==> src/rtl/r5p_uart_rx.sv <==
`default_nettype none
// +--------------------------------------------------------------------------+
// | Module      : r5p_uart_rx                                                |
// | Description : UART receiver (8N1, optionally 8E1) with a small elastic   |
// |               FIFO and a valid/ready byte stream output. Line errors and |
// |               FIFO overflow are reported as one-cycle pulses.            |
// | Options     : define R5P_UART_RX_PARITY_EN to compile in even parity     |
// |               (8E1 framing, err_par active).                             |
// | Revision    : 1.0 - initial release                                      |
// +--------------------------------------------------------------------------+
module r5p_uart_rx #(
  parameter int BDR = 234,  // clock cycles per bit, 4..65535
  parameter int FDP = 4     // FIFO depth in bytes, power of 2, >= 2
) (
  input  logic                       clk,
  input  logic                       rst_n,
  input  logic                       rxd,
  output logic                       rx_vld,
  output logic [7:0]                 rx_dat,
  input  logic                       rx_rdy,
  output logic [$clog2(FDP+1)-1:0]   rx_cnt,
  output logic                       err_frm,
  output logic                       err_ovf,
  output logic                       err_par
);

  localparam int AW = $clog2(FDP);
  localparam int CW = $clog2(FDP + 1);

  // Counter reload values: half a bit to reach the start-bit centre, then a
  // full bit between all subsequent samples.
  localparam logic [15:0] C_HALF    = 16'(BDR / 2 - 1);
  localparam logic [15:0] C_FULL    = 16'(BDR - 1);
  localparam logic [AW:0] C_PTR_ONE = {{AW{1'b0}}, 1'b1};

  typedef enum logic [2:0] {
    S_IDLE   = 3'd0,
    S_START  = 3'd1,
    S_DATA   = 3'd2,
    S_STOP   = 3'd3,
    S_BREAK  = 3'd4
`ifdef R5P_UART_RX_PARITY_EN
    ,
    S_PARITY = 3'd5
`endif
  } state_t;

  // --------------------------------------------------------------------------
  // Input synchronizer
  // --------------------------------------------------------------------------
  logic [1:0] sync_q;
  logic [1:0] sync_d;
  logic       rxd_s;

  // Next value of the synchronizer chain: rxd enters at bit 0.
  always_comb begin
    sync_d = {sync_q[0], rxd};
  end

  // Two-flop synchronizer; resets to the idle (high) line level so that
  // reset release never looks like a start bit.
  always_ff @(posedge clk or negedge rst_n) begin
    if (!rst_n) begin
      sync_q <= 2'b11;
    end else begin
      sync_q <= sync_d;
    end
  end

  assign rxd_s = sync_q[1];

  // --------------------------------------------------------------------------
  // Receive FSM
  // --------------------------------------------------------------------------
  state_t      state_q;
  logic [15:0] cnt_q;
  logic [2:0]  idx_q;
  logic [7:0]  shr_q;
  logic        err_frm_q;
  logic        err_par_q;
`ifdef R5P_UART_RX_PARITY_EN
  logic        par_err_q;
`endif

  logic        cnt_zero;
  logic        push_req;

  // Sample strobe and the request to store a completed good byte. The push is
  // combinational so the FIFO write lands on the same edge as the stop sample.
  always_comb begin
    cnt_zero = (cnt_q == 16'd0);
    push_req = (state_q == S_STOP) && cnt_zero && rxd_s;
`ifdef R5P_UART_RX_PARITY_EN
    if (par_err_q) begin
      push_req = 1'b0;
    end
`endif
  end

  // Frame sequencing: start-bit qualification, data shifting, optional
  // parity check, stop-bit check and break recovery. Error pulses are
  // registered here so they appear the cycle after the offending sample.
  always_ff @(posedge clk or negedge rst_n) begin
    if (!rst_n) begin
      state_q   <= S_IDLE;
      cnt_q     <= 16'd0;
      idx_q     <= 3'd0;
      shr_q     <= 8'd0;
      err_frm_q <= 1'b0;
      err_par_q <= 1'b0;
`ifdef R5P_UART_RX_PARITY_EN
      par_err_q <= 1'b0;
`endif
    end else begin
      err_frm_q <= 1'b0;
      err_par_q <= 1'b0;
      case (state_q)
        S_IDLE: begin
          if (!rxd_s) begin
            state_q <= S_START;
            cnt_q   <= C_HALF;
          end
        end

        S_START: begin
          if (cnt_zero) begin
            if (rxd_s) begin
              // Line went back high before mid start bit: treat as a glitch.
              state_q <= S_IDLE;
            end else begin
              state_q   <= S_DATA;
              cnt_q     <= C_FULL;
              idx_q     <= 3'd0;
`ifdef R5P_UART_RX_PARITY_EN
              par_err_q <= 1'b0;
`endif
            end
          end else begin
            cnt_q <= cnt_q - 16'd1;
          end
        end

        S_DATA: begin
          if (cnt_zero) begin
            shr_q <= {rxd_s, shr_q[7:1]};
            cnt_q <= C_FULL;
            idx_q <= idx_q + 3'd1;
            if (idx_q == 3'd7) begin
`ifdef R5P_UART_RX_PARITY_EN
              state_q <= S_PARITY;
`else
              state_q <= S_STOP;
`endif
            end
          end else begin
            cnt_q <= cnt_q - 16'd1;
          end
        end

`ifdef R5P_UART_RX_PARITY_EN
        S_PARITY: begin
          if (cnt_zero) begin
            // Even parity: the parity bit equals the XOR of the data bits.
            par_err_q <= (rxd_s != (^shr_q));
            cnt_q     <= C_FULL;
            state_q   <= S_STOP;
          end else begin
            cnt_q <= cnt_q - 16'd1;
          end
        end
`endif

        S_STOP: begin
          if (cnt_zero) begin
            if (rxd_s) begin
              // Return to IDLE at mid stop bit, leaving half a bit of slack
              // for the next start edge.
              state_q <= S_IDLE;
`ifdef R5P_UART_RX_PARITY_EN
              err_par_q <= par_err_q;
`endif
            end else begin
              err_frm_q <= 1'b1;
              state_q   <= S_BREAK;
            end
          end else begin
            cnt_q <= cnt_q - 16'd1;
          end
        end

        S_BREAK: begin
          if (rxd_s) begin
            state_q <= S_IDLE;
          end
        end

        default: begin
          state_q <= S_IDLE;
        end
      endcase
    end
  end

  assign err_frm = err_frm_q;
`ifdef R5P_UART_RX_PARITY_EN
  assign err_par = err_par_q;
`else
  assign err_par = 1'b0;
`endif

  // --------------------------------------------------------------------------
  // Elastic FIFO
  // --------------------------------------------------------------------------
  logic [AW:0] wptr_q;
  logic [AW:0] wptr_d;
  logic [AW:0] rptr_q;
  logic [AW:0] rptr_d;
  logic [7:0]  mem_q [FDP];
  logic [7:0]  mem_d [FDP];
  logic        ovf_q;
  logic        ovf_d;
  logic        fifo_empty;
  logic        fifo_full;
  logic        fifo_pop;
  logic        fifo_wr;

  // Pointer and storage update. The extra pointer bit separates full from
  // empty; a push into a full FIFO is only accepted when a pop frees a slot
  // on the same edge.
  always_comb begin
    fifo_empty = (wptr_q == rptr_q);
    fifo_full  = (wptr_q[AW] != rptr_q[AW]) &&
                 (wptr_q[AW-1:0] == rptr_q[AW-1:0]);
    fifo_pop   = !fifo_empty && rx_rdy;
    fifo_wr    = push_req && (!fifo_full || fifo_pop);
    ovf_d      = push_req && fifo_full && !fifo_pop;
    wptr_d     = fifo_wr  ? (wptr_q + C_PTR_ONE) : wptr_q;
    rptr_d     = fifo_pop ? (rptr_q + C_PTR_ONE) : rptr_q;
    mem_d      = mem_q;
    if (fifo_wr) begin
      mem_d[wptr_q[AW-1:0]] = shr_q;
    end
  end

  // FIFO state registers; reset clears pointers and storage so rx_dat reads
  // zero after reset.
  always_ff @(posedge clk or negedge rst_n) begin
    if (!rst_n) begin
      wptr_q <= '0;
      rptr_q <= '0;
      ovf_q  <= 1'b0;
      for (int i = 0; i < FDP; i++) begin
        mem_q[i] <= 8'd0;
      end
    end else begin
      wptr_q <= wptr_d;
      rptr_q <= rptr_d;
      ovf_q  <= ovf_d;
      mem_q  <= mem_d;
    end
  end

  assign rx_vld  = !fifo_empty;
  assign rx_dat  = mem_q[rptr_q[AW-1:0]];
  assign rx_cnt  = CW'(wptr_q - rptr_q);
  assign err_ovf = ovf_q;

endmodule
`default_nettype wire

==> config.mk <==
export PLATFORM = sky130hd
export DESIGN_NAME = r5p_uart_rx
export DESIGN_NICKNAME = d
export VERILOG_FILES = /design/src/rtl/r5p_uart_rx.sv
export SDC_FILE = /design/constraint.sdc
export NUM_CORES = 1
export LEC_CHECK = 0
export CORE_MARGIN = 2
export CORE_UTILIZATION = 30
export DETAILED_ROUTE_END_ITERATION = 8
export DONT_BUFFER_PORTS = 1
export GPL_TIMING_DRIVEN = 0
export PLACE_DENSITY = 0.55
export SLEW_MARGIN = 40
export SYNTH_ARGS = -nofsm -noshare
export SYNTH_HDL_FRONTEND = slang
export SYNTH_SLANG_ARGS = --single-unit
==> constraint.sdc <==
create_clock -name clk -period 2.6 [get_ports clk]
set_clock_uncertainty 0.15 [all_clocks]
set_input_delay 0.39 -clock clk [delete_from_list [all_inputs] [get_ports clk]]
set_output_delay 0.39 -clock clk [all_outputs]
set_load 0.01 [all_outputs]
After elaboration in Yosys (flattened, before gate mapping):

Index checks and enable logic that the tools add are counted.

* $add $sub $neg: 5
* magnitude comparators: 3
* equality and inequality tests: 17
* muxes and demuxes: 28
* bitwise operators: 2
* reductions and logical operators: 20

Operator list (number)
* 2-to-1 mux 16 bit: 5
* one-hot mux 16 bit (4 select lines): 1
* bitwise mux 32 bit: 1
* 2-to-1 mux 3 bit: 10
* 2-to-1 mux 8 bit: 3
* binary-select mux 8 bit (select 2 bit): 1
* demux 8 bit (select 2 bit): 1
* zero test 16 bit: 1
* != test 2 bit (second input constant): 8
* subtractor 16 x 1 -> 16 bit (second input constant): 1
* one-hot mux 3 bit (5 select lines): 1
* adder 3 x 1 -> 3 bit (second input constant): 3
* logical AND 1 bit: 8
* AND reduction 4 bit: 2
* equality test 3 x 2 -> 1 bit (second input constant): 2
* equality test 3 bit (second input constant): 2
* >= comparator 3 bit (second input constant): 2
* NOT 2 -> 3 bit: 2
* one-hot mux 3 bit (2 select lines): 1
* AND reduction 6 bit: 1
* nonzero test 4 bit: 1
* equality test 3 x 1 -> 1 bit (second input constant): 1
* equality test 3 bit: 1
* zero test 1 bit: 3
* other kinds (11): 13

* flip-flop bits (word level): 72
* input bits: 4
* logic and storage cells: 88

Logic depth before layout (Yosys ltp):

* depth in word-level cells: 6
* depth in mapped cells: 8
* depth with buffers taken out: 7

Worst setup path after synthesis:

OpenSTA, ideal clock, no wires.

* kind: reg-to-reg
* start point: register rptr_q[1]
* end point: register mem_q[16] (netlist name)
* setup time: 128 ps
* data arrival time: 2331 ps
* path slack: -9 ps
* stages on the path, launching flop included: 9
* period minus slack after synthesis: 2609 ps
* cells stage by stage: dfrtp_1 -> clkbuf_1 -> inv_1 -> ha_1 -> nand2_1 -> nor3_1 -> nor4_4 -> nand2_4 -> mux2_1

* word-level cells in the longest chain between the ends: 5
* elaborated cells between the ends (all ways): 8

Ends and longest elaborated chain
* start: declaration: RTL line 216 `logic [AW:0] rptr_q;`
* start signal: assignment: RTL line 257 `rptr_q <= rptr_d;`
* equality test 3 bit / equality test 2 bit (equally long branches): RTL line 231, 233
* zero test 1 bit / logical AND 1 bit (equally long branches): RTL line 234, 232
* logical AND 1 bit / zero test 1 bit (equally long branches): RTL line 234, 235
* logical OR 1 bit (*): RTL line 235 `fifo_wr = push_req && (!fifo_full || fifo_pop);`
* logical AND 1 bit (*): RTL line 235
* end signal: assignment: RTL line 259 `mem_q <= mem_d;`
* end: declaration: RTL line 218 `logic [7:0] mem_q [FDP];`

Mark *: on every way between the ends. The rest lies on a longest branch, timed or not.
A chain may end at the register's enable or synchronous reset.

Final worst setup path:

* start point: register cnt_q[0]
* end point: register mem_q[16] (netlist name)

* word-level cells in the longest chain between the ends: 4

Ends and longest elaborated chain
* start: declaration: RTL line 76 `logic [15:0] cnt_q;`
* start signal: assignment: RTL line 139 `cnt_q <= cnt_q - 16'd1;`
* start signal: assignment: RTL line 156 `cnt_q <= cnt_q - 16'd1;`
* start signal: assignment: RTL line 187 `cnt_q <= cnt_q - 16'd1;`
* zero test 16 bit: RTL line 91 `cnt_zero = (cnt_q == 16'd0);`
* logical AND 1 bit (2 in a row): RTL line 92 `push_req = (state_q == S_STOP) && cnt_zero && rxd_s;`
* logical AND 1 bit: RTL line 235

Every way passes these cells.

==> impl_metrics.ini <==
[run_status]
status = finished clean

[yosys]
synth_edf_count = 0
avgSynthCellArea_sq_um = 11.8
yosysWarnings = 0
netlist_area_sq_um = 3700
yosysSeqAreaShare_pct = 48.7
ys_types = 51
syn-num-nets = 330
synth_top_area_share_pct = 47.3
synthCells = 314
synthArstFlopShare_pct = 100
ys_ff_latch = 72
ys.flop_type = dfrtp_1
synth_top_area_cell = dfrtp_1
synth_area_leaders = dfrtp_1 47%, mux2_4 8.1%, mux4_2 4.9%

[detailed_routing]
final_antenna_net_count = 0
drt_pass1_iterations = 4
wire_per_inst_microns = 15.6
drtIter0Drc = 172
via_per_inst = 5.10
vias = 2467
wl_microns = 7550
drc_errors = 0

[worst_setup_path]
startpoint_type = flop
startpoint = cnt_q[0]
cp.required_ps = 2660
reg2reg_from = cnt_q[0]
slowest_delay_ps = 470
cp.arrival_ps = 2540
worstPathMaxFanout = 8
criticalPathCategory = reg -> reg
rrSetupSlack_ps = 130
crit_buf_inv = 2
r2r_cells = 8
slowest_stage = dfrtp_2
path_cells = inv_2 > ha_1 > nor4b_4 > nand4_2 > nor4_4 > buf_12 > nand2_4 > mux2_1
worst_r2r_endpoint = mem_q[16]
crit_family = simple AND/OR/NAND/NOR gates
end_kind = flop

[layout]
areaGrowthSynthToFinish_pct = 16.8
layout_commonest_cell = dfrtp_1
nFillCells = 1168
multi_input_area_sq_um = 1830
mostFrequentLayoutCells = 69 x dfrtp_1, 38 x nand2_1, 24 x nor2_1
utilization_pct = 36.0
drive_above_1_share_pct = 27.6
seq_area_sq_um = 1810
n_antenna_cell = 0
fin_nets = 348

[floorplan]
boundaryPins = 19
rows = 40
initial_core_util_pct = 30.8
die_area_sq_um = 13300
fp.dieW_microns = 115
core_sq_um = 12000
fp.dieH_microns = 115

[clocking]
cts_buffer_depth = 2
tritoncts = done
cts_root_buf = clkbuf_16
clock_latency_ps = 330
numClockSinks = 72
cts_buffers = 9
cts_htree_levels = 3
path_clk_slew_ps = 60

[timing]
finalSetupViolCount = 0
min_period_ps = 2470
worst_pin_slew_ps = 588
fin_crit_sh_pct = 95.2
fmax_mhz = 404
slew_headroom_pct = 60.8
finalMaxSlewViolations = 0
finalHoldViolCount = 0
worst_slack_ps = 125

[hold_path]
holdPathEnd = err_ovf
hold_depth = 3
hold_start = rx_rdy
hp-class = in -> reg

[place]
gp_congestion = 0.776
dp_hpwl_microns = 5070
portBuffers = 0
preCtsSetupSlack_ps = -470

[run]
maxCapViolations = 0

[pwr]
power.density_nw_per_um2 = 644
leakage_nw = 2.07
peakVddDrop_uv = 336
total_power_mw = 2.79

[grt]
grt_usage_pct = 12.4
grt_pass1_vias = 2535
grt_max_degree = 73
grt_antenna_before_repair = 0
grt_pass1_wl_microns = 12900
gr-total-overflow = 0
## worst max-delay path by stage
stage,endpoint,slack [ps],cells after the start
6_report,mem_q[16],130,8
5_1_grt,cnt_q[4],-2,9
4_1_cts,idx_q[0],60,8
3_5_place_dp,mem_q[2],-470,8
3_3_place_gp,mem_q[2],-410,8
2_1_floorplan,mem_q[16],20,7
## worst reg2reg max path, cell delays in order (launching register included)
cell,delay (ps)
dfrtp_2,470
inv_2,100
ha_1,170
nor4b_4,300
nand4_2,190
nor4_4,340
buf_12,170
nand2_4,130
mux2_1,340
## stage by stage
step / cell area [sq um] / setup TNS, ps / std cells / hold WS, ps
3_5_place_dp: 3890 / -16140 / 461 / -53.8
5_1_grt: 4330 / -1.82 / 484 / 89.8
3_3_place_gp: 3890 / -14140 / 461 / -54.0
2_1_floorplan: 3700 / 0 / 314 / -55.6
6_report: 4330 / 0 / 484 / 83.4
4_1_cts: 4290 / 0 / 482 / 72.0
## layout make-up
class	count	area share [%]
multi-input combinational	219	42.3
sequential	72	41.7
clock buffer	9	5.21
tap	147	4.25
timing repair buffer	7	2.08
clock inverter	7	1.79
buffer	11	1.62
inverter	12	1.04
## sequential cells by signal, indices dropped and copies added, names as in the netlist
| signal | count |
|---|---|
| mem_q | 32 |
| cnt_q | 16 |
| shr_q | 8 |
| idx_q | 3 |
| rptr_q | 3 |
| state_q | 3 |
| wptr_q | 3 |
| sync_q | 2 |
| err_frm | 1 |
| err_ovf | 1 |
## cells by family (layout without fill, tap and decap cells)
logic type,count (synthesis),count (layout),synth area share [%]
adders and majority gates,12,12,4.26
AOI/OAI and AO/OA,45,45,8.07
xor gates and xnor gates,9,9,2.13
other,1,1,0.101
and+or+nand+nor,108,108,16.1
muxes,44,44,17.8
DFF,72,72,48.7
buffers and inverters,23,46,2.90
## metal layers
metal | global-route usage [%] | vias up | wire length [microns]
met5 | 0 | - | 0
met4 | 3.78 | 0 | 95
met3 | 2.69 | 9 | 185
met2 | 20.6 | 29 | 3660
met1 | 16.2 | 1255 | 3610
li1 | - | 1174 | -
## where the power goes
| part | leakage, nW | switching (mW) | internal [mW] |
|---|---|---|---|
| sequential | 0.973 | 0.0261 | 1.15 |
| clock | 0.146 | 0.494 | 0.751 |
| combinational | 0.949 | 0.219 | 0.145 |
## synth_stat cells (all sizes together) (2+ instances only)
cell type  count
or3            4
xnor2          6
ha            11
buf            2
nor4           3
or4            3
and3           4
o21a           2
inv           12
o22ai          3
nor3          12
a31oi          7
mux2i          2
a21oi         10
dfrtp         70
dfstp          2
o21ai          8
mux4           8
a211oi         2
mux2          34
o22a           3
nand3          7
xor2           3
nand4          5
o31ai          2
nand2         42
nor2          24
clkbuf         9
## what timing repair did
| action | in CTS | in global routing |
|---|---|---|
| endpoints found under the hold margin | 73 | 0 |
| gates cloned | 0 | 0 |
| buffers inserted | 2 | 2 |
| pin swaps | 1 | 0 |
| hold buffers | 3 | 0 |
| gates resized for setup | 5 | 11 |
| setup endpoints to repair | 42 | 59 |
Note: power is estimated with default switching activity, not from simulation.
